## config.mk

```make
export PLATFORM = sky130hd
export DESIGN_NAME = fetch_unit
export DESIGN_NICKNAME = d
export VERILOG_FILES = /design/src/rtl/fetch_unit.sv
export SDC_FILE = /design/constraint.sdc
export NUM_CORES = 1
export LEC_CHECK = 0
export CAP_MARGIN = 0
export CELL_PAD_IN_SITES_DETAIL_PLACEMENT = 1
export CELL_PAD_IN_SITES_GLOBAL_PLACEMENT = 2
export CORE_MARGIN = 2
export CORE_UTILIZATION = 45
export CTS_BUF_LIST = sky130_fd_sc_hd__clkbuf_8
export CTS_CLUSTER_SIZE = 16
export DETAILED_ROUTE_END_ITERATION = 8
export DONT_BUFFER_PORTS = 1
export HOLD_SLACK_MARGIN = 0.02
export PLACE_DENSITY = 0.82
export SETUP_SLACK_MARGIN = 0.05
export SKIP_CTS_REPAIR_TIMING = 1
export SYNTH_ARGS = -nofsm -noshare
export SYNTH_HDL_FRONTEND = slang
export SYNTH_SLANG_ARGS = --single-unit
```

## constraint.sdc

```tcl
create_clock -name clk -period 5.43 [get_ports clk]
set_clock_uncertainty 0.1 [all_clocks]
set_input_delay 0.543 -clock clk [delete_from_list [all_inputs] [get_ports clk]]
set_output_delay 0.543 -clock clk [all_outputs]
set_load 0.01 [all_outputs]
```

## src/rtl/fetch_unit.sv

```systemverilog
`default_nettype none
// +------------------------------------------------------------------+
// | Module   : fetch_unit                                            |
// | Purpose  : Instruction fetch front end: PC, one-outstanding imem |
// |            reads, small instruction FIFO, jump redirect.         |
// | Revision : 1.0  initial release                                  |
// +------------------------------------------------------------------+
module fetch_unit #(
    parameter logic [31:0] RESET_PC = 32'h0000_0000,
    parameter int          DEPTH    = 2
) (
    input  logic        clk,
    input  logic        rst,
    output logic        imem_req,
    output logic [31:0] imem_addr,
    input  logic        imem_ack,
    input  logic [31:0] imem_data,
    input  logic        jump,
    input  logic [31:0] jump_target,
    output logic        instr_valid,
    input  logic        instr_ready,
    output logic [31:0] instr,
    output logic [31:0] instr_pc,
    output logic [5:0]  opcode,
    output logic [5:0]  funct
);

    localparam int              c_PW        = $clog2(DEPTH);
    localparam int              c_CW        = $clog2(DEPTH) + 1;
    localparam logic [c_CW-1:0] c_DEPTH_CNT = c_CW'(DEPTH);
    localparam logic [c_CW-1:0] c_CNT_ONE   = c_CW'(1);
    localparam logic [c_PW-1:0] c_PTR_ONE   = c_PW'(1);

    typedef enum logic [0:0] {
        ST_RUN   = 1'b0,
        ST_FLUSH = 1'b1
    } state_t;

    state_t          r_state;
    logic            r_req;
    logic [31:0]     r_addr;
    logic [31:0]     r_pc;
    logic [31:0]     r_mem_data [DEPTH];
    logic [31:0]     r_mem_pc   [DEPTH];
    logic [c_PW-1:0] r_head;
    logic [c_PW-1:0] r_tail;
    logic [c_CW-1:0] r_count;
    logic [31:0]     r_last_instr;
    logic [31:0]     r_last_pc;

    logic            w_ack;
    logic            w_hold;
    logic            w_valid;
    logic            w_push;
    logic            w_pop;
    logic [31:0]     w_target;
    logic [31:0]     w_pc_next;
    logic [c_CW-1:0] w_count_next;
    logic [31:0]     w_instr;
    logic [31:0]     w_instr_pc;

    assign w_ack    = r_req & imem_ack;
    assign w_hold   = r_req & ~imem_ack;
    assign w_valid  = (r_count != '0);
    // Data returned while flushing, or in the cycle of a redirect, is stale.
    assign w_push   = w_ack & (r_state == ST_RUN) & ~jump;
    assign w_pop    = w_valid & instr_ready & ~jump;
    assign w_target = jump_target & 32'hFFFF_FFFC;

    assign w_pc_next = jump   ? w_target :
                       w_push ? r_pc + 32'd4 : r_pc;

    always_comb begin
        w_count_next = r_count;
        if (jump) begin
            w_count_next = '0;
        end else if (w_push && !w_pop) begin
            w_count_next = r_count + c_CNT_ONE;
        end else if (w_pop && !w_push) begin
            w_count_next = r_count - c_CNT_ONE;
        end
    end

    // An empty FIFO keeps presenting the last head that was shown.
    assign w_instr    = w_valid ? r_mem_data[r_head] : r_last_instr;
    assign w_instr_pc = w_valid ? r_mem_pc[r_head]   : r_last_pc;

    always_ff @(posedge clk or posedge rst) begin
        if (rst) begin
            r_state      <= ST_RUN;
            r_req        <= 1'b0;
            r_addr       <= RESET_PC;
            r_pc         <= RESET_PC;
            r_head       <= '0;
            r_tail       <= '0;
            r_count      <= '0;
            r_last_instr <= 32'h0000_0000;
            r_last_pc    <= RESET_PC;
        end else begin
            r_count      <= w_count_next;
            r_pc         <= w_pc_next;
            r_last_instr <= w_instr;
            r_last_pc    <= w_instr_pc;
            if (jump) begin
                r_head <= '0;
                r_tail <= '0;
            end else begin
                if (w_push) begin
                    r_tail <= r_tail + c_PTR_ONE;
                end
                if (w_pop) begin
                    r_head <= r_head + c_PTR_ONE;
                end
            end
            // A pending request is frozen until acked; a new one reserves a FIFO slot.
            if (w_hold) begin
                if (jump) begin
                    r_state <= ST_FLUSH;
                end
            end else begin
                r_state <= ST_RUN;
                r_req   <= (w_count_next < c_DEPTH_CNT);
                r_addr  <= w_pc_next;
            end
        end
    end

    always_ff @(posedge clk) begin
        if (w_push) begin
            r_mem_data[r_tail] <= imem_data;
            r_mem_pc[r_tail]   <= r_addr;
        end
    end

    assign imem_req    = r_req;
    assign imem_addr   = r_addr;
    assign instr_valid = w_valid;
    assign instr       = w_instr;
    assign instr_pc    = w_instr_pc;
    assign opcode      = w_instr[31:26];
    assign funct       = w_instr[5:0];

endmodule
`default_nettype wire
```

==> flow_metrics.tcl, run 1 <==
set metrics [dict create \
    status "complete, but fails checks" \
    failed_checks "negative hold slack" \
    ios 179 \
    r2r-end "imem_addr[29]" \
    power.density_nw_per_um2 503 \
    final_max_slew_viol_count 0 \
    synth_cells 759 \
    cts_buffers 43 \
    antenna_found_initial 1 \
    ys_ff_latch 262 \
    start_kind "flip-flop" \
    worst_r2r_path_depth 5 \
    setup.worst_path.start "r_head" \
    fin_area_um2 11700 \
    grt_pass1_vias 6411 \
    synth_seq_area_share_pct 69.7 \
    gp_congestion 0.889 \
    hp-class "primary input to asynchronous set/reset pin" \
    max_freq_mhz 288 \
    core_region_area_um2 22600 \
    syn-num-nets 830 \
    rows 55 \
    dr.max_layer_used "met4" \
    drive_gt1_share_pct 10.8 \
    cts_buffer_depth 3 \
    final_cells 1111 \
    path_class "flip-flop to primary output" \
    grt_pass1_wl_um 36800 \
    p_leak_nw 4.48 \
    async_reset_ff_share_pct 51.1 \
    dr.pass1.iters 4 \
    start_util_pct 45.7 \
    clock_latency_ns 0.54 \
    fin_tns_setup_ns 0 \
    layout.nets 864 \
    synth.largest_area_cell "edfxtp_1" \
    root_buffer "clkbuf_8" \
    tritoncts "done" \
    dp.cells 998 \
    ant_nets 0 \
    fin_ws_ns 1.95 \
    grt-ovfl-total 0 \
    via_count 6154 \
    clkTransAtPathRegs_ns 0.06 \
    avgSynthCellArea_um2 13.6 \
    finalSetupViolCount 0 \
    pre_cts_ws_ns 2.48 \
    worst_pin_slew_ns 1.27 \
    yosysUniqueCellTypes 44 \
    vdd_drop_max_uv 315 \
    drt-met1-wl_um 10000 \
    finalPower_mw 5.87 \
    wl_per_cell_um 21.8 \
    dpl.hpwl_um 15200 \
    rsz0062_at_grt "false" \
    yosysTopAreaCellShare_pct 37.2 \
    synth_area_leaders "edfxtp_1, dfrtp_1, mux2i_1" \
    synth_flop_cell "dfrtp_1" \
    placed_area_um2 10500 \
    drc 0 \
    die_h_um 155 \
    h-tree-depth 2 \
    timing.hold.ws_ns -0.00723 \
    yosysWarnings 0 \
    arrival_ns 2.83 \
    crit_required_ns 4.79 \
    slew_headroom_pct 15.0 \
    hold_violations 6 \
    wl_met3_um 1810 \
    crit_fanout 42 \
    vias_per_cell 5.54 \
    wl_met2_um 11800 \
    drt_iter0_drc 357 \
    period_needed_ns 3.48 \
    die_w_um 155 \
    critPathCaptureType "primary output" \
    die_area_um2 24200 \
    fin_crit_sh_pct 64.0 \
    synth_area_um2 10300 \
    grtUsageTotal_pct 19.7 \
    syn_to_final_growth_pct 13.0 \
    maxCapViolCount 0 \
    grt_max_degree 131 \
    reg2reg_setup_slack_ns 2.71 \
    synth-edff-count 128 \
    finalWirelength_um 24200 \
    port_buffers 0 \
    r2r-start "imem_req" \
    cts.sinks 262 \
]
per-stage QoR:
stage,hold WS [ns],utilization (%)
final,-0.00723,51.7
after floorplan,0.380,-
after detailed placement,0.445,46.5
after global routing,0.0217,51.7
after global placement,0.403,46.5
after CTS,-0.0604,50.1
layout make-up:
| class | instances | area, µm² |
|---|---|---|
| Antenna cell | 1 | 2.50 |
| Fill cell | 2263 | 10900 |
| Timing Repair Buffer | 40 | 388 |
| Clock buffer | 48 | 661 |
| Inverter | 10 | 42.5 |
| Tap cell | 285 | 357 |
| Multi-Input combinational cell | 436 | 2870 |
| Clock inverter | 29 | 144 |
| Sequential cell | 262 | 7200 |
cells in the mapped netlist, types with 2 or more instances:
cell and instances:
a211oi_1 2, a21oi_1 4, a221o_1 12, a31oi_1 2
and2_1 4, and3_1 19, and4_1 5, buf_1 5
buf_4 12, clkbuf_1 33, dfrtp_1 134, edfxtp_1 128
ha_1 2, inv_1 9, mux2_2 20, mux2i_1 68
nand2_1 105, nand3_1 11, nand4_1 13, nor2_1 21
nor2b_1 5, nor3_1 3, nor4_1 10, o21ai_0 82
o31ai_1 3, or3_1 4, xnor2_1 16, xor2_1 11
metal layers:
| metal | track usage (%) | vias up |
|---|---|---|
| met5 | 0 | - |
| met4 | 6.12 | 0 |
| met3 | 7.27 | 43 |
| met2 | 32.4 | 160 |
| met1 | 24.3 | 3132 |
| li1 | - | 2819 |
cells in the final DEF (no fill, tap or decap), types with 13 or more instances in the layout:
| cell | synthesis | routed |
|---|---|---|
| inv_1 | 9 | 18 |
| edfxtp_1 | 128 | 128 |
| clkinv_1 | 1 | 14 |
| mux2_2 | 20 | 20 |
| nand2_1 | 105 | 105 |
| mux2i_1 | 68 | 68 |
| o21ai_0 | 82 | 82 |
| dfrtp_1 | 134 | 133 |
| dlygate4sd3_1 | 0 | 35 |
| nand4_1 | 13 | 13 |
| xnor2_1 | 16 | 16 |
| clkbuf_8 | 0 | 48 |
| nor2_1 | 21 | 20 |
| and3_1 | 19 | 19 |
power breakdown:
| group | internal, mW | total [mW] | switching, mW |
|---|---|---|---|
| Sequential | 2.54 | 2.84 | 0.309 |
| Combinational | 0.397 | 1.42 | 1.02 |
| Clock | 0.856 | 1.61 | 0.750 |
| Total | 3.79 | 5.87 | 2.08 |
sequential cells by signal (all words and copies together) (netlist names), 2 cells and up:
signal,count
imem_addr,32
r_count,2
r_last_instr,32
r_last_pc,32
r_mem_data,64
r_mem_pc,64
r_pc,32
worst max-delay path by stage:
stage | to | cells after the start
after floorplan | imem_addr[0] | 1
after global routing | instr[3] | 3
after global placement | instr[4] | 3
final | funct[4] | 3
after CTS | funct[4] | 3
after detailed placement | funct[4] | 3
kinds of logic after synthesis:
| logic type | after synthesis | synth area share [%] |
|---|---|---|
| AO/OA/AOI/OAI | 108 | 6.06 |
| XOR/XNOR | 28 | 2.45 |
| adder cells (fa/ha/maj) | 2 | 0.242 |
| buffers and inverters | 61 | 2.73 |
| flip-flops | 262 | 69.7 |
| multiplexers | 88 | 8.78 |
| AND/OR/NAND/NOR | 210 | 10.0 |
worst max-delay path: stages (launching register included):
cell	delay [ns]
dfrtp_4	0.94
buf_4	0.51
mux2i_1	0.14
o21ai_0	0.66
No activity file was read; power rests on OpenSTA's default activity.
==> inputs of run 2 (changes only) <==
Settings changed: CORE_UTILIZATION 45 to 41, PLACE_DENSITY 0.82 to 0.78.
Clock period 5.43 ns to 3 ns, I/O delays scaled along.
==> run 2 against run 1 <==
Against the previous run: the flow now finishes without violations; sequential share of layout area is 3.5 points lower; hold slack better by 0.059 ns; clock-buffer cell count is 10 higher; sequential power is 81% higher; cell count is 8.8% higher; setup slack worse by 1.7 ns; combinational power is 95% higher; utilization is 2.1 points lower; non-clock buffer count is 47 higher; clock power is 110% higher; highest routed layer unchanged; die area is 9.5% higher; critical path depth stayed put.
==> flow_metrics.tcl, run 2 (synthesized netlist as in run 1, its figures left out) <==
set metrics [dict create \
    status "complete, no violations" \
    switching_share_pct 34.5 \
    p_sw_mw 3.87 \
    critPathCaptureType "primary output" \
    clkTransAtPathRegs_ns 0.06 \
    wl_per_cell_um 21.1 \
    drc 0 \
    fin_area_um2 12400 \
    regArea_um2 7200 \
    crit_fanout 34 \
    port_buffers 0 \
    antenna_found_initial 0 \
    final_cells 1209 \
    layout.nets 913 \
    dpl.hpwl_um 16400 \
    ant_nets 0 \
    finalSetupViolCount 0 \
    final_common_cell "dfrtp_1" \
    pwr-share-comb_pct 24.7 \
    start_kind "flip-flop" \
    pre_cts_ws_ns 0.470 \
    vias_per_cell 5.27 \
    cts.sinks 262 \
    die_h_um 163 \
    start_util_pct 41.3 \
    tritoncts "done" \
    cts_buffers 45 \
    dp.cells 1057 \
    grt-ovfl-total 0 \
    arrival_ns 2.32 \
    grt_pass1_vias 6747 \
    rows 58 \
    fin_tns_setup_ns 0 \
    grt_max_degree 89 \
    grt_pass1_wl_um 38400 \
    fillers 2547 \
    drive_gt1_share_pct 13.1 \
    h-tree-depth 2 \
    final_max_slew_viol_count 0 \
    vdd_drop_max_uv 354 \
    period_needed_ns 2.72 \
    die_w_um 163 \
    clock_latency_ns 0.55 \
    drt_iter0_drc 317 \
    hp-class "primary input to flip-flop" \
    finalWirelength_um 25500 \
    max_freq_mhz 368 \
    finalPower_mw 11.2 \
    multi_input_area_um2 2870 \
    final_cell_mix "dfrtp_1, edfxtp_1, nand2_1" \
    reg.largest.list "r_mem_data (64), r_mem_pc (64)" \
    die_area_um2 26500 \
    ios 179 \
    via_count 6370 \
    slew_headroom_pct 39.1 \
    fin_crit_sh_pct 90.6 \
    p_seq_share_pct 45.8 \
    timing.hold.ws_ns 0.0522 \
    hold_violations 0 \
    worst_pin_slew_ns 0.911 \
    cp_slowest_stage_delay_ns 0.86 \
    fin_ws_ns 0.283 \
    rsz0062_at_grt "false" \
    power_frac_clock_pct 29.5 \
    cts_buffer_depth 3 \
    crit_chain "buf_12, mux2i_1, o21ai_0" \
    grtUsageTotal_pct 18.7 \
    crit_required_ns 2.60 \
    cp_top_family "flip-flops" \
    gp_congestion 0.865 \
    p_int_mw 7.34 \
    p_leak_nw 4.83 \
    dr.pass1.iters 4 \
    path_class "flip-flop to primary output" \
    crit_slowest_cell "dfrtp_4" \
    power.density_nw_per_um2 906 \
    core_region_area_um2 25000 \
    critPathBufInv 1 \
    maxCapViolCount 0 \
    syn_to_final_growth_pct 19.9 \
    root_buffer "clkbuf_8" \
    placed_area_um2 10700 \
    antenna_cells 0 \
    finish.utilization_pct 49.6 \
]
==> run 2: changes by cell type in the layout (fill, tap and decap cells not counted), sizes merged <==
cell / previous run / this run
clkbuf: 48 / 58
clkinv: 18 / 6
inv: 19 / 26
clkinvlp: 1 / 2
bufinv: 1 / 2
buf: 5 / 21
diode: 1 / 0
dlygate4sd3: 35 / 66
==> run 2: power groups by stage <==
| stage | Sequential, mW | Clock, mW | Combinational [mW] |
|---|---|---|---|
| 6_report | 5.13 | 3.31 | 2.77 |
| 5_1_grt | 5.21 | 3.56 | 3.08 |
| 4_1_cts | 5.14 | 3.41 | 2.65 |
| 3_5_place_dp | 5.21 | 0 | 2.64 |
| 3_3_place_gp | 5.16 | 0 | 2.51 |
| 2_1_floorplan | 4.93 | 0 | 2.23 |
==> run 2: path summary, 6_finish.rpt <==
kind | from | to | slack, ns | cells past startpoint
worst max-delay path | r_head | instr_pc[12] | 0.28 | 3
worst min-delay path | jump | imem_addr[16] | 0.05 | 3
worst max register to register | r_count[0] | r_count[0] | 0.42 | 8
worst min register to register | r_pc[0] | r_pc[0] | 0.43 | 1
max in group asynchronous | rst | imem_addr[25] | 1.71 | 3
min in group asynchronous | rst | imem_addr[26] | 0.34 | 2
==> run 2: metal layers <==
layer,vias to the layer above,global-route usage (%),routed length (µm)
li1,2907,-,-
met1,3219,22.5,10500
met2,191,31.1,12600
met3,53,6.26,1650
met4,0,7.36,678
met5,-,0,0
==> run 2: worst min-delay path, stage by stage <==
cell and delay, ns:
nor2_1 0.03, buf_4 0.19, a21oi_1 0.14
==> run 2: cell type report <==
cell class | instances | area share (%)
clock buffers | 58 | 6.45
well taps | 330 | 3.34
multi-input cells | 436 | 23.2
repair buffers | 87 | 7.22
clock inverters | 26 | 1.27
flip-flops and latches | 262 | 58.2
inverters | 10 | 0.334
